### src/rtl/booth_mul_pkg.sv
// Shared definitions for the sequential radix-2 Booth multiplier.
//   DEFAULT_WIDTH : default operand width in bits
//   ST_IDLE/ST_CALC/ST_DONE : FSM state encodings
package booth_mul_pkg;

  localparam int DEFAULT_WIDTH = 32;

  // FSM state encodings (IDLE, CALC, DONE)
  localparam logic [1:0] ST_IDLE = 2'd0;
  localparam logic [1:0] ST_CALC = 2'd1;
  localparam logic [1:0] ST_DONE = 2'd2;

endpackage

### src/rtl/booth_addsub.sv
// Ripple-style adder used for the Booth add/subtract step.
// Subtraction is done by the caller presenting ~b with Cin=1.
//   a, b     : WIDTH-bit operands
//   Cin      : carry in
//   S        : WIDTH-bit sum
//   Cout     : carry out of the MSB
//   Overflow : two's-complement overflow of S
module booth_addsub #(
  parameter int WIDTH = 33
) (
  input  logic [WIDTH-1:0] a,
  input  logic [WIDTH-1:0] b,
  input  logic             Cin,
  output logic [WIDTH-1:0] S,
  output logic             Cout,
  output logic             Overflow
);

  assign {Cout, S} = {1'b0, a} + {1'b0, b} + {{WIDTH{1'b0}}, Cin};

  // Signed overflow: operands agree in sign but the sum does not.
  assign Overflow = (a[WIDTH-1] == b[WIDTH-1]) && (S[WIDTH-1] != a[WIDTH-1]);

endmodule

### src/rtl/booth_multiplier_seq.sv
// Sequential radix-2 Booth multiplier: one Booth step per clock in CALC.
//   clk   : clock, rising-edge
//   rst_n : asynchronous active-low reset
//   start : begin a multiply (accepted in IDLE or DONE, ignored in CALC)
//   A, B  : signed multiplicand / multiplier, captured on acceptance
//   busy  : high while in CALC
//   done  : one-cycle pulse in DONE; P was updated on the edge entering DONE
//   P     : signed 2*WIDTH product, held until the next done
module booth_multiplier_seq
  import booth_mul_pkg::*;
#(
  parameter int WIDTH = DEFAULT_WIDTH
) (
  input  logic               clk,
  input  logic               rst_n,
  input  logic               start,
  input  logic [WIDTH-1:0]   A,
  input  logic [WIDTH-1:0]   B,
  output logic               busy,
  output logic               done,
  output logic [2*WIDTH-1:0] P
);

  localparam int CW = $clog2(WIDTH) + 1;
  localparam logic [CW-1:0] LAST_STEP = CW'(WIDTH - 1);

  logic [1:0]       r_state;
  logic [1:0]       w_state_nxt;
  logic [CW-1:0]    r_cnt;
  logic [WIDTH-1:0] r_m;      // multiplicand
  logic [WIDTH:0]   r_acc;    // accumulator, one guard bit for -MIN
  logic [WIDTH-1:0] r_q;      // multiplier, shifts out LSB-first
  logic             r_qm1;    // Booth bit q(-1)
  logic [2*WIDTH-1:0] r_p;

  logic             w_load;
  logic             w_step;
  logic             w_last;

  logic [WIDTH:0]   w_m_ext;
  logic [WIDTH:0]   w_addsub_b;
  logic [WIDTH:0]   w_sum;
  logic             w_sub;
  logic             w_do_op;
  logic [WIDTH:0]   w_acc_op;
  logic [WIDTH:0]   w_acc_nxt;
  logic [WIDTH-1:0] w_q_nxt;
  logic             w_cout;
  logic             w_ovf;
  logic             w_unused_flags;

  // Next-state and control decode
  always_comb begin
    w_state_nxt = r_state;
    w_load      = 1'b0;
    w_step      = 1'b0;
    w_last      = 1'b0;
    case (r_state)
      ST_IDLE: begin
        if (start) begin
          w_load      = 1'b1;
          w_state_nxt = ST_CALC;
        end
      end
      ST_CALC: begin
        w_step = 1'b1;
        w_last = (r_cnt == LAST_STEP);
        if (w_last) begin
          w_state_nxt = ST_DONE;
        end
      end
      ST_DONE: begin
        if (start) begin
          w_load      = 1'b1;
          w_state_nxt = ST_CALC;
        end else begin
          w_state_nxt = ST_IDLE;
        end
      end
      default: w_state_nxt = ST_IDLE;
    endcase
  end

  // Booth recoding of (q0, q-1): 01 -> +M, 10 -> -M, else nothing.
  assign w_sub      = r_q[0] & ~r_qm1;
  assign w_do_op    = r_q[0] ^ r_qm1;
  assign w_m_ext    = {r_m[WIDTH-1], r_m};
  assign w_addsub_b = w_sub ? ~w_m_ext : w_m_ext;

  booth_addsub #(
    .WIDTH (WIDTH + 1)
  ) u_addsub (
    .a        (r_acc),
    .b        (w_addsub_b),
    .Cin      (w_sub),
    .S        (w_sum),
    .Cout     (w_cout),
    .Overflow (w_ovf)
  );

  // Carry/overflow are not needed: the guard bit makes the sum exact.
  assign w_unused_flags = w_cout ^ w_ovf;

  assign w_acc_op  = w_do_op ? w_sum : r_acc;

  // Arithmetic shift right of {acc, q, q-1}
  assign w_acc_nxt = {w_acc_op[WIDTH], w_acc_op[WIDTH:1]};
  assign w_q_nxt   = {w_acc_op[0], r_q[WIDTH-1:1]};

  always_ff @(posedge clk or negedge rst_n) begin
    if (!rst_n) begin
      r_state <= ST_IDLE;
      r_cnt   <= '0;
      r_m     <= '0;
      r_acc   <= '0;
      r_q     <= '0;
      r_qm1   <= 1'b0;
      r_p     <= '0;
    end else begin
      r_state <= w_state_nxt;
      if (w_load) begin
        r_m   <= A;
        r_q   <= B;
        r_acc <= '0;
        r_qm1 <= 1'b0;
        r_cnt <= '0;
      end else if (w_step) begin
        r_acc <= w_acc_nxt;
        r_q   <= w_q_nxt;
        r_qm1 <= r_q[0];
        r_cnt <= r_cnt + 1'b1;
        // Publish only the final product, on the edge entering DONE.
        if (w_last) begin
          r_p <= {w_acc_nxt[WIDTH-1:0], w_q_nxt};
        end
      end
    end
  end

  assign busy = (r_state == ST_CALC);
  assign done = (r_state == ST_DONE);
  assign P    = r_p;

endmodule

### config.mk
export PLATFORM = sky130hd
export DESIGN_NAME = booth_multiplier_seq
export DESIGN_NICKNAME = d
export VERILOG_FILES = /design/src/rtl/booth_mul_pkg.sv /design/src/rtl/booth_addsub.sv /design/src/rtl/booth_multiplier_seq.sv
export SDC_FILE = /design/constraint.sdc
export NUM_CORES = 1
export LEC_CHECK = 0
export CAP_MARGIN = 20
export CORE_MARGIN = 2
export CORE_UTILIZATION = 30
export CTS_BUF_LIST = sky130_fd_sc_hd__clkbuf_4 sky130_fd_sc_hd__clkbuf_8 sky130_fd_sc_hd__clkbuf_16
export DETAILED_ROUTE_END_ITERATION = 8
export GPL_ROUTABILITY_DRIVEN = 0
export PLACE_DENSITY_LB_ADDON = 0.08
export SLEW_MARGIN = 15
export SYNTH_ARGS = -nofsm -noshare
export SYNTH_HDL_FRONTEND = slang
export SYNTH_SLANG_ARGS = --single-unit
export TNS_END_PERCENT = 10
### constraint.sdc
create_clock -name clk -period 7.9 [get_ports clk]
set_clock_uncertainty 0.1 [all_clocks]
set_input_delay 1.185 -clock clk [delete_from_list [all_inputs] [get_ports clk]]
set_output_delay 1.185 -clock clk [all_outputs]
set_load 0.01 [all_outputs]
Yosys cells after proc, flatten, opt, wreduce, memory -nomap -nowiden
Cells that the tools add are included.

operators by class
  $add $sub $neg = 3
  equality and inequality tests = 5
  multiplexer cells = 18
  bitwise logic cells = 5
  reductions and logical operators = 5

operators with widths
  kind                   count
  $mux W33               4
  $mux W32               2
  $add A33 B1 Y33        1
  $add A33 B33 Y33       1
  $not A33 Y33           1
  $mux W6                2
  $mux W1                7
  $add A6 B1 Y6 const B  1
  $eq A6 B5 Y1 const B   1
  $pmux W2 S3            1
  $mux W2                2
  $reduce_and A3 Y1      1
  $eq A2 B1 Y1 const B   1
  $eq A2 B2 Y1 const B   1
  $logic_not A2 Y1       1
  $ne A2 B1 Y1 const B   1
  $ne A2 B2 Y1 const B   1
  $not A1 Y1             2
  $reduce_and A2 Y1      1
  $reduce_bool A2 Y1     1
  $reduce_or A2 Y1       1
  $and A1 B1 Y1          1
  $xor A1 B1 Y1          1

storage, ports and cells
  register bits = 170
  input bits = 67
  output and inout port bits = 66
  logic and storage cells = 43

Logic depth before layout (Yosys ltp)
Gate-level depths: netlist (run 1).

  depth in word-level cells = 8
  depth in mapped cells = 16
  depth with buffers taken out = 13

Cells and area by module
From an unflattened synthesis (run 1), not the netlist that was laid out.

second synthesis, totals
  cell total of the unflattened synthesis = 871
  area total of the unflattened synthesis = 9190.1 µm²

by module, submodules not included
  module                times used  cells an instance  area an instance (µm²)  sequential area each (µm²)
  booth_multiplier_seq  1           604                7248.2                  4229.1
  booth_addsub          1           267                1941.9                  0.0

Least setup slack after synthesis (run 1)
OpenSTA, ideal clock, no wires.

  path type = flip-flop to flip-flop
  from = reg r_qm1
  to = reg r_acc[19]
  setup time = 0.071 ns
  arrival = 3.383 ns
  data required time = 7.729 ns
  slack = 4.346 ns
  cell stages (with the launch flop) = 16
  buffers on the path = 2
  period minus slack after synthesis = 3.554 ns
  cell sequence = dfrtp_1 > inv_1 > ha_1 > buf_2 > clkbuf_1 > xor2_1 > fa_1 > a21o_1 > and3_1 > nor2_1 > o21ai_1 > a21bo_1 > a21oi_1 > o21ai_1 > or4b_1 > nand4_1

on the way
  cells in the longest elaborated chain, start to end = 8
  elaborated cells between the ends (all ways) = 9
  classes of those cells = 2 x add/sub; 4 x mux; 3 x bitwise

RTL lines
  item                    RTL line                     RTL
  start, declared         booth_multiplier_seq.sv:33   logic r_qm1;
  start signal, assigned  booth_multiplier_seq.sv:130  r_qm1 <= r_q[0];
  $not A1 Y1              booth_multiplier_seq.sv:85   assign w_sub = r_q[0] & ~r_qm1;
  $and A1 B1 Y1           booth_multiplier_seq.sv:85
  $mux W33                booth_multiplier_seq.sv:88   assign w_addsub_b = w_sub ? ~w_m_ext : w_m_ext;
  $add A33 B33 Y33        booth_addsub.sv:19           assign {Cout, S} = {1'b0, a} + {1'b0, b} + {{WIDTH{1'b0}}, Cin};
  $add A33 B1 Y33         booth_addsub.sv:19
  $mux W33 *              booth_multiplier_seq.sv:104  assign w_acc_op = w_do_op ? w_sum : r_acc;
  $mux W33 *              booth_multiplier_seq.sv:127  end else if (w_step) begin
  $mux W33 *              booth_multiplier_seq.sv:121  if (w_load) begin
  end signal, assigned    booth_multiplier_seq.sv:128  r_acc <= w_acc_nxt;
  end, declared           booth_multiplier_seq.sv:31   logic [WIDTH:0] r_acc;

Mark *: on every way between the ends. The rest lies on a longest branch, timed or not. The select of a mux whose other input is x is not followed.
A chain may end at the register's enable or synchronous reset.

Worst setup path in the final report (run 1)
Ends and elaborated chain as after synthesis.

==> results of run 1 <==
[cell usage in the layout (no fill, tap or decap), types with 10 or more instances in the layout]
master             n
buf_4             10
nor2_1            23
ha_1              32
nand2_1          346
nand3_1           22
o21ai_1           38
a22oi_1           32
clkbuf_16         17
dfrtp_1          169
a21o_1            20
o21ai_0           34
xor2_1            46
a21oi_1           43
nor3_1            13
clkdlybuf4s50_1  131
[critical path, cell delays in order, from the launching register on]
cell and delay [ns]:
dfrtp_1 0.38, inv_1 0.06, ha_2 0.15, buf_4 0.47, xor2_1 0.21, fa_1 0.46, a21o_1 0.18, and3_1 0.21
nor2_1 0.16, o21ai_1 0.14, a21bo_1 0.23, a21oi_1 0.23, o21ai_1 0.15, or4b_1 0.48, nand4_1 0.10
[worst max-delay path by stage]
stage,end,cells past startpoint,slack (ns)
floorplan,r_acc[19],15,4.35
global placement,r_q[31],7,4.18
detailed placement,r_acc[19],14,4.13
CTS,r_acc[19],14,4.09
global route,r_acc[19],14,3.86
finish,r_acc[19],14,4.10
[metal layers]
metal | global-route usage [%] | up-vias
met3 | 4.78 | 11
met4 | 4.13 | 2
met5 | 0 | -
met2 | 25.6 | 128
met1 | 23.5 | 3444
li1 | - | 3609
[power breakdown]
| part | internal, mW | switching, mW |
|---|---|---|
| logic | 1.40 | 1.81 |
| clock network | 0.460 | 0.430 |
| registers | 1.27 | 0.289 |
[area by class of cell]
type / instances / area (um^2)
flip-flops and latches: 169 / 4230
multi-input cells: 768 / 4380
clock buffers: 17 / 425
fillers: 3032 / 17700
inverters: 7 / 26.3
well taps: 384 / 480
clock inverters: 15 / 204
repair buffers: 143 / 1430
[per-stage QoR]
step / hold WS, ns / cell area, um^2 / worst slack [ns]
floorplan: 0.355 / 8830 / 4.35
global placement: 0.364 / 10500 / 4.18
detailed placement: 0.361 / 10500 / 4.13
CTS: 0.388 / 11100 / 4.09
global route: 0.409 / 11200 / 3.86
finish: 0.383 / 11200 / 4.10
[kinds of logic (layout without fill, tap and decap cells)]
group / after synthesis / count (layout) / synth area share [%]
AND/OR/NAND/NOR: 443 / 443 / 20.7
adder cells (fa/ha/maj): 34 / 34 / 4.90
flip-flops: 169 / 169 / 47.9
multiplexers: 10 / 10 / 1.19
buffers and inverters: 65 / 182 / 2.88
AO/OA/AOI/OAI: 226 / 226 / 17.0
XOR/XNOR: 55 / 55 / 5.46
[flip-flops by register name, summed over array words and instances, names as in the netlist]
| register | flops |
|---|---|
| P | 64 |
| r_acc | 32 |
| r_m | 32 |
| r_q | 32 |
| r_cnt | 6 |
| r_state | 2 |
| r_qm1 | 1 |
==> results.cfg, run 1 <==
[status]
status = finished clean

[global_route]
antenna_found_initial = 1
grt_max_degree = 105
grt_use_total_pct = 16.8
grt-ovfl-total = 0
grt_pass1_vias = 7294
grt_pass1_wl_um = 40600

[sta]
tns_ns = 0
period_share_pct = 48.1
setup_viol = 0
hold_violations = 0
max_slew_margin_pct = 42.0
max_freq_mhz = 263
maxSlewViolCount = 0
fin_crit_ns = 3.80
tightest_slew_ns = 0.869
grt_setup_unrepaired = false

[die]
die_width_um = 176
ios = 133
die_y_um = 176
core-area_um2 = 28900
initial_core_util_pct = 30.6
die_area_um2 = 30800
rows = 62

[worst_setup_path]
reg2reg_from = r_qm1
critPathKind = reg2reg
ff2ff_setup_slack_ns = 4.10
critPathMaxFanout = 32
reg2regPathDepth = 14
worst-endpoint-required_ns = 8.17
timing.rr.end = r_acc[19]
critPathArrivalTime_ns = 4.07
start_kind = flip-flop
worstSetupStartpoint = r_qm1
end_kind = flip-flop

[min_path]
hold_end = P[24]
min_path_cells = 2
hold_path_class = reg2reg
hp-start = P[24]

[routing]
drt_iter0_drc = 331
wl_met2_um = 10900
routed.top_layer = met5
via_per_inst = 4.79
drcViolationCount = 0
firstDrtPassIters = 5
wl_met1_um = 12300
wl_met3_um = 1510
detail-route-antenna-nets = 0
num_vias = 7194
avgRoutedWirePerCell_um = 16.6
drt_wl_total_um = 24900

[cts]
cts.sinks = 169
clkLatencyLatePin_ns = 0.44
clockBufferDepth = 2
clk_pin_slew_ns = 0.08
cts_resized = 0
hold_buffers = 0
cts_buffers = 17
cts_root_buffer = clkbuf_16
post-cts-setup-buffers = 0
cts_tree = built
htreeDepth = 4

[logic_synthesis]
syn-cell-area_um2 = 8830
ys.flop_type = dfrtp_1
synth_top_area_share_pct = 47.9
post-synth-top-count-cell = nand2_1
synth_common_cells = nand2_1, dfrtp_1, xor2_1
ys_ff_latch = 169
syn-num-nets = 1103
yosysSeqAreaShare_pct = 47.9
yosysWarnings = 0
netlist_instances = 1002
async_flop_share_pct = 100
synth.avg_cell_area_um2 = 8.81
synth_top_area_cell = dfrtp_1
synth_area_leaders = dfrtp_1, nand2_1, ha_1
synth_edf_count = 0
yosysUniqueCellTypes = 59

[power_and_ir_drop]
vdd_drop_max_mv = 0.175
power_mw = 5.66
leakage_nw = 5.22
powerDensity_nw_per_um2 = 506

[placed_design]
hpwl_um = 16300
io_buffers = 132
dp.cells = 1470

[run]
max_cap_violations = 0

[final_layout]
antenna_cells = 0
syn_to_final_growth_pct = 26.5
finalCoreUtilization_pct = 38.7
final_nets = 1207
drive_gt1_share_pct = 5.81
finalNonFillerCells = 1503
(Power assumes the default switching activity.)
==> inputs of run 2 (changes only) <==
- clock period: 7.9 -> 3.92 ns (I/O delays scaled with it)
==> run 2 against run 1 <==
Via count grew 0.78%. Critical path type unchanged. Sequential cell count unchanged. Cell count up 0.33%. Routed wire length up 1.7%. Global-route usage grew 0.29 points. Critical path depth unchanged. Clock power up 97%. Power up 100%.
==> results.cfg, run 2 (synthesis results as in run 1) <==
[sta]
hold_violations = 0
max_freq_mhz = 274
setup_viol = 0
fin_crit_ns = 3.65
setup_slack_ns = 0.269
tns_ns = 0
grt_setup_unrepaired = false
period_share_pct = 93.1
tightest_slew_ns = 0.779
maxSlewViolCount = 0
max_slew_margin_pct = 48.0

[cts]
clkLatencyLatePin_ns = 0.45
cts_tree = built
post-cts-setup-buffers = 0
clockBufferDepth = 2
cts.sinks = 169
htreeDepth = 4
clk_pin_slew_ns = 0.07
cts_root_buffer = clkbuf_16
cts_buffers = 17

[final_layout]
mostFrequentLayoutCell = nand2_1
largest_reg_flops = 64
drive_gt1_share_pct = 6.32
syn_to_final_growth_pct = 26.8
final_cell_mix = nand2_1, dfrtp_1, clkdlybuf4s50_1
antenna_cells = 0
postLayoutCellArea_um2 = 11200
final_nets = 1212

[worst_setup_path]
reg2regPathDepth = 14
worstSetupStartpoint = r_qm1
cp-endpoint = P[61]
ff2ff_setup_slack_ns = 0.27
worst_path_max_delay_cell = ha_1
start_kind = flip-flop
worst-endpoint-required_ns = 4.17
critPathArrivalTime_ns = 3.90
critPathKind = reg2reg
cp_slowest_stage_delay_ns = 0.42
crit_chain = inv_1 -> ha_4 -> buf_4 -> xor2_1 -> ha_1 -> nand2_1 -> nor3_1 -> and3_1 -> o31ai_4 -> a21oi_1 -> o211ai_1 -> a21o_1 -> a31o_1 -> o21ai_1
timing.rr.end = P[61]
critPathMaxFanout = 17
reg2reg_from = r_qm1
end_kind = flip-flop

[routing]
via_per_inst = 4.81
drt_iter0_drc = 400
wl_met3_um = 1470
wl_met1_um = 12400
avgRoutedWirePerCell_um = 16.8
detail-route-antenna-nets = 0
firstDrtPassIters = 4
drcViolationCount = 0
routed.top_layer = met5
drt_wl_total_um = 25400
wl_met2_um = 11200
num_vias = 7250

[die]
die_area_um2 = 30800
rows = 62
ios = 133
initial_core_util_pct = 30.6
core-area_um2 = 28900
die_y_um = 176
die_width_um = 176

[global_route]
grt-ovfl-total = 0
grt_pass1_vias = 7578
antenna_found_initial = 1
grt_max_degree = 68
grt_pass1_wl_um = 41500
grt_use_total_pct = 17.1

[placed_design]
dp_slack_ns = 0.0901
io_buffers = 132
hpwl_um = 17000
placed_area_um2 = 10600

[power_and_ir_drop]
powerDensity_nw_per_um2 = 1020
leakage_nw = 5.23
vdd_drop_max_mv = 0.432
power_mw = 11.5

[run]
max_cap_violations = 0

[min_path]
hold_path_class = in2async

[status]
status = finished clean
run 2: cell count changes in the layout (fill, tap and decap cells not counted), sizes merged:
cell / before / now
buf: 12 / 17
bufinv: 1 / 0
clkbuf: 17 / 18
clkinv: 8 / 6
inv: 12 / 14
run 2: repair_timing:
item | CTS | global route
setup endpoints to repair | 0 | 11
hold buffers | 0 | 0
resized for setup | 0 | 2
hold endpoints to repair | 0 | 0
run 2: area by class of cell:
cell class                      instances  area, um^2
Clock buffer                           18         433
Clock inverter                         14         171
Fill cell                            2982       17700
Inverter                                7        26.3
Multi-Input combinational cell        768        4400
Sequential cell                       169        4230
Tap cell                              384         480
Timing Repair Buffer                  148        1460
run 2: worst min path at each step:
stage / from / end / slack, ns / cells after the start
after CTS: rst_n / r_m[16] / 0.07 / 1
after floorplan: rst_n / P[0] / 0.19 / 0
after detailed placement: P[20] / P[20] / 0.36 / 2
after global routing: rst_n / r_m[16] / 0.08 / 1
final: rst_n / r_m[16] / 0.04 / 1
after global placement: P[30] / P[30] / 0.36 / 2
run 2: report_power, final:
group          leakage (nW)  switching, mW  total, mW  internal (mW)
clock network         0.293          0.878       1.75          0.875
logic                  2.89           3.66       6.56           2.89
registers              2.06          0.590       3.14           2.55
run 2: through the flow:
stage               hold WS (ns)  cells  util [%]
CTS                       0.0671   1508      38.7
global route              0.0833   1508      38.8
global placement           0.362   1476      36.6
finish                    0.0359   1508      38.8
floorplan                  0.192   1002         -
detailed placement         0.361   1476      36.6
run 2: worst max-delay path, delay by kind of cell (launching register included):
| family | cells | cell delay [ns] |
|---|---|---|
| AO/OA/AOI/OAI | 6 | 1.14 |
| adder cells (fa/ha/maj) | 2 | 0.72 |
| AND/OR/NAND/NOR | 3 | 0.63 |
| buffers and inverters | 2 | 0.45 |
| flip-flops | 1 | 0.39 |
| XOR/XNOR | 1 | 0.12 |
run 2: routing by layer:
metal	GRT usage [%]	vias up
met5	0	-
met4	3.58	2
met3	4.63	22
met2	26.6	146
met1	23.8	3473
li1	-	3607
